<file path="config.mk">
export PLATFORM = sky130hd
export DESIGN_NAME = user_joy_serial
export DESIGN_NICKNAME = d
export VERILOG_FILES = /design/src/rtl/user_joy_pkg.sv /design/src/rtl/user_joy_tick.sv /design/src/rtl/user_joy_serial.sv
export SDC_FILE = /design/constraint.sdc
export NUM_CORES = 1
export LEC_CHECK = 0
export ABC_CLOCK_PERIOD_IN_PS = 2100
export BUFFER_PORTS_ARGS = -buffer_cell sky130_fd_sc_hd__buf_4
export CAP_MARGIN = 20
export CORE_AREA = 5 5 85 87
export DETAILED_ROUTE_END_ITERATION = 8
export DIE_AREA = 0 0 90 92
export PLACE_DENSITY = 0.73
export SLEW_MARGIN = 20
export SYNTH_ARGS = -nofsm -noshare
export SYNTH_HDL_FRONTEND = slang
export SYNTH_SLANG_ARGS = --single-unit
</file>
<file path="constraint.sdc">
create_clock -name clk -period 2.1 [get_ports clk]
set_clock_uncertainty 0.15 [all_clocks]
set_input_delay 0 -clock clk [delete_from_list [all_inputs] [get_ports clk]]
set_output_delay 0 -clock clk [all_outputs]
set_load 0.01 [all_outputs]
</file>
<file path="src/rtl/user_joy_pkg.sv">
// Shared types and constants for the DB15 user-port joystick serial reader.
// Contents: FSM state enum, decoded-word bit positions, frame width and the
// helper that turns a raw active-low 32-bit frame into the 24 decoded bits.
package user_joy_pkg;

  typedef enum logic [1:0] {
    LOAD   = 2'd0,
    SHIFT  = 2'd1,
    UPDATE = 2'd2,
    IDLE   = 2'd3
  } user_joy_state_t;

  // Bit positions inside joystick1/joystick2 (FEDCBAUDLR plus S/M).
  localparam int unsigned JOY_R = 0;
  localparam int unsigned JOY_L = 1;
  localparam int unsigned JOY_D = 2;
  localparam int unsigned JOY_U = 3;
  localparam int unsigned JOY_A = 4;
  localparam int unsigned JOY_B = 5;
  localparam int unsigned JOY_C = 6;
  localparam int unsigned JOY_D_BTN = 7;
  localparam int unsigned JOY_E = 8;
  localparam int unsigned JOY_F = 9;
  localparam int unsigned JOY_S = 10;
  localparam int unsigned JOY_M = 11;

  localparam int unsigned FRAME_BITS = 32;

  // {player1[11:0], player2[11:0]}, active-high; nibbles [31:28]/[15:12] dropped.
  function automatic logic [23:0] decode_frame(input logic [FRAME_BITS-1:0] raw);
    return {~raw[27:16], ~raw[11:0]};
  endfunction

endpackage

</file>
<file path="src/rtl/user_joy_tick.sv">
// Serial half-period prescaler for the user-port joystick reader.
// Ports:
//   clk   - joystick clock
//   reset - asynchronous, active-high; count returns to 0
//   en    - count enable (held low for one cycle while a frame is published)
//   tick  - one-cycle pulse when the count reaches CLK_DIV-1
module user_joy_tick #(
  parameter int unsigned CLK_DIV = 6
) (
  input  logic clk,
  input  logic reset,
  input  logic en,
  output logic tick
);

  localparam int unsigned CW = $clog2(CLK_DIV);

  logic [CW-1:0] cnt;

  assign tick = en && (cnt == CW'(CLK_DIV - 1));

  always_ff @(posedge clk or posedge reset) begin
    if (reset) begin
      cnt <= '0;
    end else if (en) begin
      cnt <= (cnt == CW'(CLK_DIV - 1)) ? '0 : cnt + 1'b1;
    end
  end

endmodule

</file>
<file path="src/rtl/user_joy_serial.sv">
// Serial reader for the DB15 user-port joystick adapter (74HC165 chain).
// Drives the shift/load lines, shifts in 32 bits MSB-first per frame and
// publishes two decoded active-high 16-bit joystick words.
// Ports:
//   clk          - joystick clock (40-50 MHz)
//   reset        - asynchronous, active-high
//   joy_data     - serial data from adapter, async, active-low buttons
//   joy_clk      - 74HC165 shift clock
//   joy_load     - 74HC165 parallel load, active-low
//   joystick1/2  - decoded words, bits [11:0] = MSCBA..UDLR style FEDCBAUDLR, bit 0 = right
//   frame_strobe - one-cycle pulse when joystick1/2 update
// Optional feature macro: USER_JOY_AGREE_EN -- publish a frame only when it
// matches the previous frame (glitch filter for loose connectors).
module user_joy_serial
  import user_joy_pkg::*;
#(
  parameter int unsigned CLK_DIV    = 6,
  parameter int unsigned IDLE_TICKS = 16
) (
  input  logic        clk,
  input  logic        reset,
  input  logic        joy_data,
  output logic        joy_clk,
  output logic        joy_load,
  output logic [15:0] joystick1,
  output logic [15:0] joystick2,
  output logic        frame_strobe
);

  if (CLK_DIV < 3 || IDLE_TICKS < 1) begin : g_bad_params
    $error("user_joy_serial: CLK_DIV must be >= 3 and IDLE_TICKS >= 1");
  end

  localparam int unsigned IW = (IDLE_TICKS > 1) ? $clog2(IDLE_TICKS) : 1;

  user_joy_state_t         state, state_next;
  logic [1:0]              sync;
  logic                    phase, phase_n;
  logic [4:0]              bit_cnt, bit_cnt_n;
  logic [IW-1:0]           idle_cnt, idle_cnt_n;
  logic [FRAME_BITS-1:0]   shreg, shreg_n;
  logic                    joy_clk_n, joy_load_n, strobe_n;
  logic [15:0]             j1_n, j2_n;
  logic [23:0]             decoded;
  logic                    tick;
`ifdef USER_JOY_AGREE_EN
  logic [23:0]             prev, prev_n;
`endif

  // The prescaler pauses during the single UPDATE cycle, so a frame lasts
  // (2 + 64 + IDLE_TICKS) * CLK_DIV + 1 cycles.
  user_joy_tick #(.CLK_DIV(CLK_DIV)) u_tick (
    .clk  (clk),
    .reset(reset),
    .en   (state != UPDATE),
    .tick (tick)
  );

  assign decoded = decode_frame(shreg);

  always_comb begin
    state_next = state;
    phase_n    = phase;
    bit_cnt_n  = bit_cnt;
    idle_cnt_n = idle_cnt;
    shreg_n    = shreg;
    joy_clk_n  = joy_clk;
    joy_load_n = joy_load;
    j1_n       = joystick1;
    j2_n       = joystick2;
    strobe_n   = 1'b0;
`ifdef USER_JOY_AGREE_EN
    prev_n     = prev;
`endif
    case (state)
      LOAD: begin
        if (tick) begin
          joy_clk_n = 1'b1;
          if (!phase) begin
            joy_load_n = 1'b0;
            phase_n    = 1'b1;
          end else begin
            joy_load_n = 1'b1;
            phase_n    = 1'b0;
            bit_cnt_n  = '0;
            state_next = SHIFT;
          end
        end
      end
      SHIFT: begin
        if (tick) begin
          if (!phase) begin
            joy_clk_n = 1'b0;
            phase_n   = 1'b1;
          end else begin
            // Sample on the tick that raises joy_clk: the synced value is the
            // pin as it was mid low half-period.
            shreg_n   = {shreg[FRAME_BITS-2:0], sync[1]};
            joy_clk_n = 1'b1;
            phase_n   = 1'b0;
            bit_cnt_n = bit_cnt + 5'd1;
            if (bit_cnt == 5'd31) state_next = UPDATE;
          end
        end
      end
      UPDATE: begin
`ifdef USER_JOY_AGREE_EN
        prev_n = decoded;
        if (decoded == prev) begin
          j1_n     = {4'b0000, decoded[23:12]};
          j2_n     = {4'b0000, decoded[11:0]};
          strobe_n = 1'b1;
        end
`else
        j1_n     = {4'b0000, decoded[23:12]};
        j2_n     = {4'b0000, decoded[11:0]};
        strobe_n = 1'b1;
`endif
        idle_cnt_n = '0;
        state_next = IDLE;
      end
      IDLE: begin
        joy_clk_n  = 1'b1;
        joy_load_n = 1'b1;
        if (tick) begin
          if (idle_cnt == IW'(IDLE_TICKS - 1)) begin
            idle_cnt_n = '0;
            state_next = LOAD;
          end else begin
            idle_cnt_n = idle_cnt + 1'b1;
          end
        end
      end
      default: state_next = LOAD;
    endcase
  end

  always_ff @(posedge clk or posedge reset) begin
    if (reset) begin
      state        <= LOAD;
      sync         <= '0;
      phase        <= 1'b0;
      bit_cnt      <= '0;
      idle_cnt     <= '0;
      shreg        <= '0;
      joy_clk      <= 1'b1;
      joy_load     <= 1'b1;
      joystick1    <= '0;
      joystick2    <= '0;
      frame_strobe <= 1'b0;
`ifdef USER_JOY_AGREE_EN
      prev         <= '0;
`endif
    end else begin
      state        <= state_next;
      sync         <= {sync[0], joy_data};
      phase        <= phase_n;
      bit_cnt      <= bit_cnt_n;
      idle_cnt     <= idle_cnt_n;
      shreg        <= shreg_n;
      joy_clk      <= joy_clk_n;
      joy_load     <= joy_load_n;
      joystick1    <= j1_n;
      joystick2    <= j2_n;
      frame_strobe <= strobe_n;
`ifdef USER_JOY_AGREE_EN
      prev         <= prev_n;
`endif
    end
  end

endmodule
</file>
==> flow_summary_export.csv <==
group,metric,value,unit
run_status,outcome,"finished clean",
place,placed_cell_area,3480,um2
setup_path,critPathArrivalTime,2.05,ns
hold_path,hp-start,"joy_data",
routing,detail-route-antenna-nets,0,
routing,vias,1747,
sta,grt_setup_unrepaired,"false",
finish,area_growth,16.1,%
finish,fin_nets,283,
sta,tightest_slew,0.682,ns
sta,fin_crit,1.98,ns
finish,antennaDiodeCount,0,
finish,design_area,3690,um2
routing,dr.pass1.iters,4,
finish,n_fill_cell,502,
clocking,cts_tree,"built",
grt,antenna_found_initial,0,
setup_path,end_kind,"register",
yosys,yosysWarnings,0,
clocking,cts_buffers,9,
sta,finalCritPeriodShare,0.943,
grt,overflow,0,
sta,tns,0,ns
clocking,clockBufferDepth,2,
yosys,synth_edf_count,0,
hold_path,min_path_type,"input port to register",
sta,fmax,505,MHz
place,port_buffers,29,
job,maxCapViolations,0,
sta,holdWs,0.167,ns
setup_path,cp-start-kind,"register",
yosys,post_synth_num_cell_types,30,
place,gp_congestion,0.765,
setup_path,cp_max_fo,15,
routing,drt-vias-per-instance,4.95,
setup_path,r2r_start,"state[0]",
yosys,ys.flop_type,"dfrtp_1",
yosys,syn_avg_cell_area,13.6,um2
power_and_ir_drop,p_leak,0.00178,uW
yosys,syn_area,3180,um2
clocking,clk_latency,0.34,ns
yosys,synth_cells,234,
clocking,clock_sinks,72,
grt,grtUsageTotal,0.126,
grt,grt_pass1_wl,8.39,mm
sta,setup_ws,0.120,ns
yosys,ys_seq_area_frac,0.567,
grt,grt_pass1_vias,1748,
routing,wl_per_cell,13.5,um
place,post-place-ws,0.126,ns
die,io_pins,38,
clocking,ctsResizeCount,0,
finish,drive_above_1_share,0.322,
yosys,yosys_register_bits,72,
grt,grt_max_degree,41,
die,die_area,8280,um2
die,core,6280,um2
routing,wirelength,4.77,mm
clocking,cts_root_buf,"clkbuf_8",
setup_path,critPathLaunch,"state[0]",
yosys,synthArstFlopShare,1.00,
setup_path,required,2.17,ns
power_and_ir_drop,ir_drop,356,uV
place,dp_hpwl,3.18,mm
sta,drv_slew,0,
setup_path,crit_type,"register to register",
sta,finalHoldViolations,0,
clocking,clk_pin_slew,0.07,ns
die,rows,29,
die,die_h,92,um
die,die_w,90,um
clocking,htreeDepth,3,
power_and_ir_drop,power.density,678,nW/um2
sta,setup_violations,0,
routing,drc,0,
sta,slew_headroom,0.545,
die,initial_utilization,0.507,
routing,drt_iter0_markers,29,
## path summary, 6_finish.rpt
kind	to	slack (ns)	depth (start not counted)
setup / recovery	shreg[2]	0.12	6
hold / removal	sync[0]	0.17	2
max in group asynchronous	joystick2[1]	0.97	4
setup reg to reg	shreg[2]	0.12	6
min in group asynchronous	joystick2[9]	0.19	3
hold reg to reg	sync[1]	0.20	0
## cell type report
class | instances | area, um2 | share of cell area
tap | 77 | 96.3 | 0.0261
sequential | 72 | 1800 | 0.488
multi-input combinational | 125 | 1170 | 0.316
clock inverter | 3 | 42.5 | 0.0115
clock buffer | 11 | 151 | 0.0410
inverter | 26 | 97.6 | 0.0264
timing repair buffer | 39 | 335 | 0.0908
## metrics by stage
stage,utilization,total power [uW],instances
after floorplan,-,1460,241
after global placement,0.555,1470,337
after detailed placement,0.555,1470,337
after CTS,0.589,2550,353
after global routing,0.589,2610,353
final,0.589,2510,353
## flip-flops by register name, summed over array words and instances (netlist names), 2 cells and up
| name | flops |
|---|---|
| bit_cnt | 5 |
| idle_cnt | 4 |
| joystick1 | 12 |
| joystick2 | 12 |
| shreg | 28 |
| state | 2 |
| sync | 2 |
| u_tick.cnt | 3 |
## cells in the final DEF (no fill, tap or decap), drive strengths merged, types with 2 or more instances in the layout
| master | synthesis | routed |
|---|---|---|
| xnor2 | 2 | 2 |
| a21oi | 3 | 3 |
| mux2 | 32 | 32 |
| ha | 7 | 7 |
| nor2b | 2 | 2 |
| dfstp | 2 | 2 |
| mux2i | 28 | 28 |
| dlygate4sd3 | 0 | 2 |
| nand2 | 6 | 6 |
| a22o | 5 | 5 |
| nor3 | 2 | 2 |
| nor2 | 7 | 7 |
| nand2b | 2 | 2 |
| a32o | 2 | 2 |
| nand3 | 5 | 5 |
| inv | 26 | 26 |
| o211ai | 2 | 2 |
| clkbuf | 1 | 11 |
| and3 | 3 | 3 |
| o21ai | 6 | 6 |
| buf | 17 | 37 |
| conb | 1 | 8 |
| dfrtp | 70 | 70 |
## worst max-delay path, cell delays in order (launching register included)
cell	delay, ns
dfrtp_1	0.34
inv_1	0.07
ha_2	0.19
and4bb_4	0.37
and3_4	0.24
buf_12	0.17
mux2_2	0.34
## timing repair
item	4_1_cts	5_1_grt
buffers inserted	0	0
hold buffers	2	0
endpoints found under the hold margin	31	0
## where the power goes
group,total [uW],internal (uW),switching [uW]
clock network,1070,598,468
registers,1390,1390,2.90
logic,45.8,12.0,33.7
total,2510,2000,504
## routing by layer
metal	up-vias	part of all wire	global-route usage
met5	-	0	0
met4	0	0.021	0.0633
met3	11	0.050	0.0499
met2	32	0.44	0.181
met1	849	0.49	0.164
li1	855	-	-
## synth_stat cells, drive strengths merged, types with 3 or more instances
library cell / n / area share
and3: 3 / 0.0075
nor2: 7 / 0.0083
mux2: 32 / 0.15
dfrtp: 70 / 0.55
inv: 26 / 0.031
ha: 7 / 0.028
a22o: 5 / 0.014
o21ai: 6 / 0.0094
a21oi: 3 / 0.0047
nand3: 5 / 0.0079
nand2: 6 / 0.0071
buf: 17 / 0.043
mux2i: 28 / 0.088
## kinds of logic after synthesis
logic type | synth area share
buffers and inverters | 0.0751
xor gates and xnor gates | 0.00551
and+or+nand+nor | 0.0468
AOI/OAI and AO/OA | 0.0436
adders and majority gates | 0.0275
muxes | 0.233
other | 0.00118
DFF | 0.567
(Power assumes the default switching activity.)
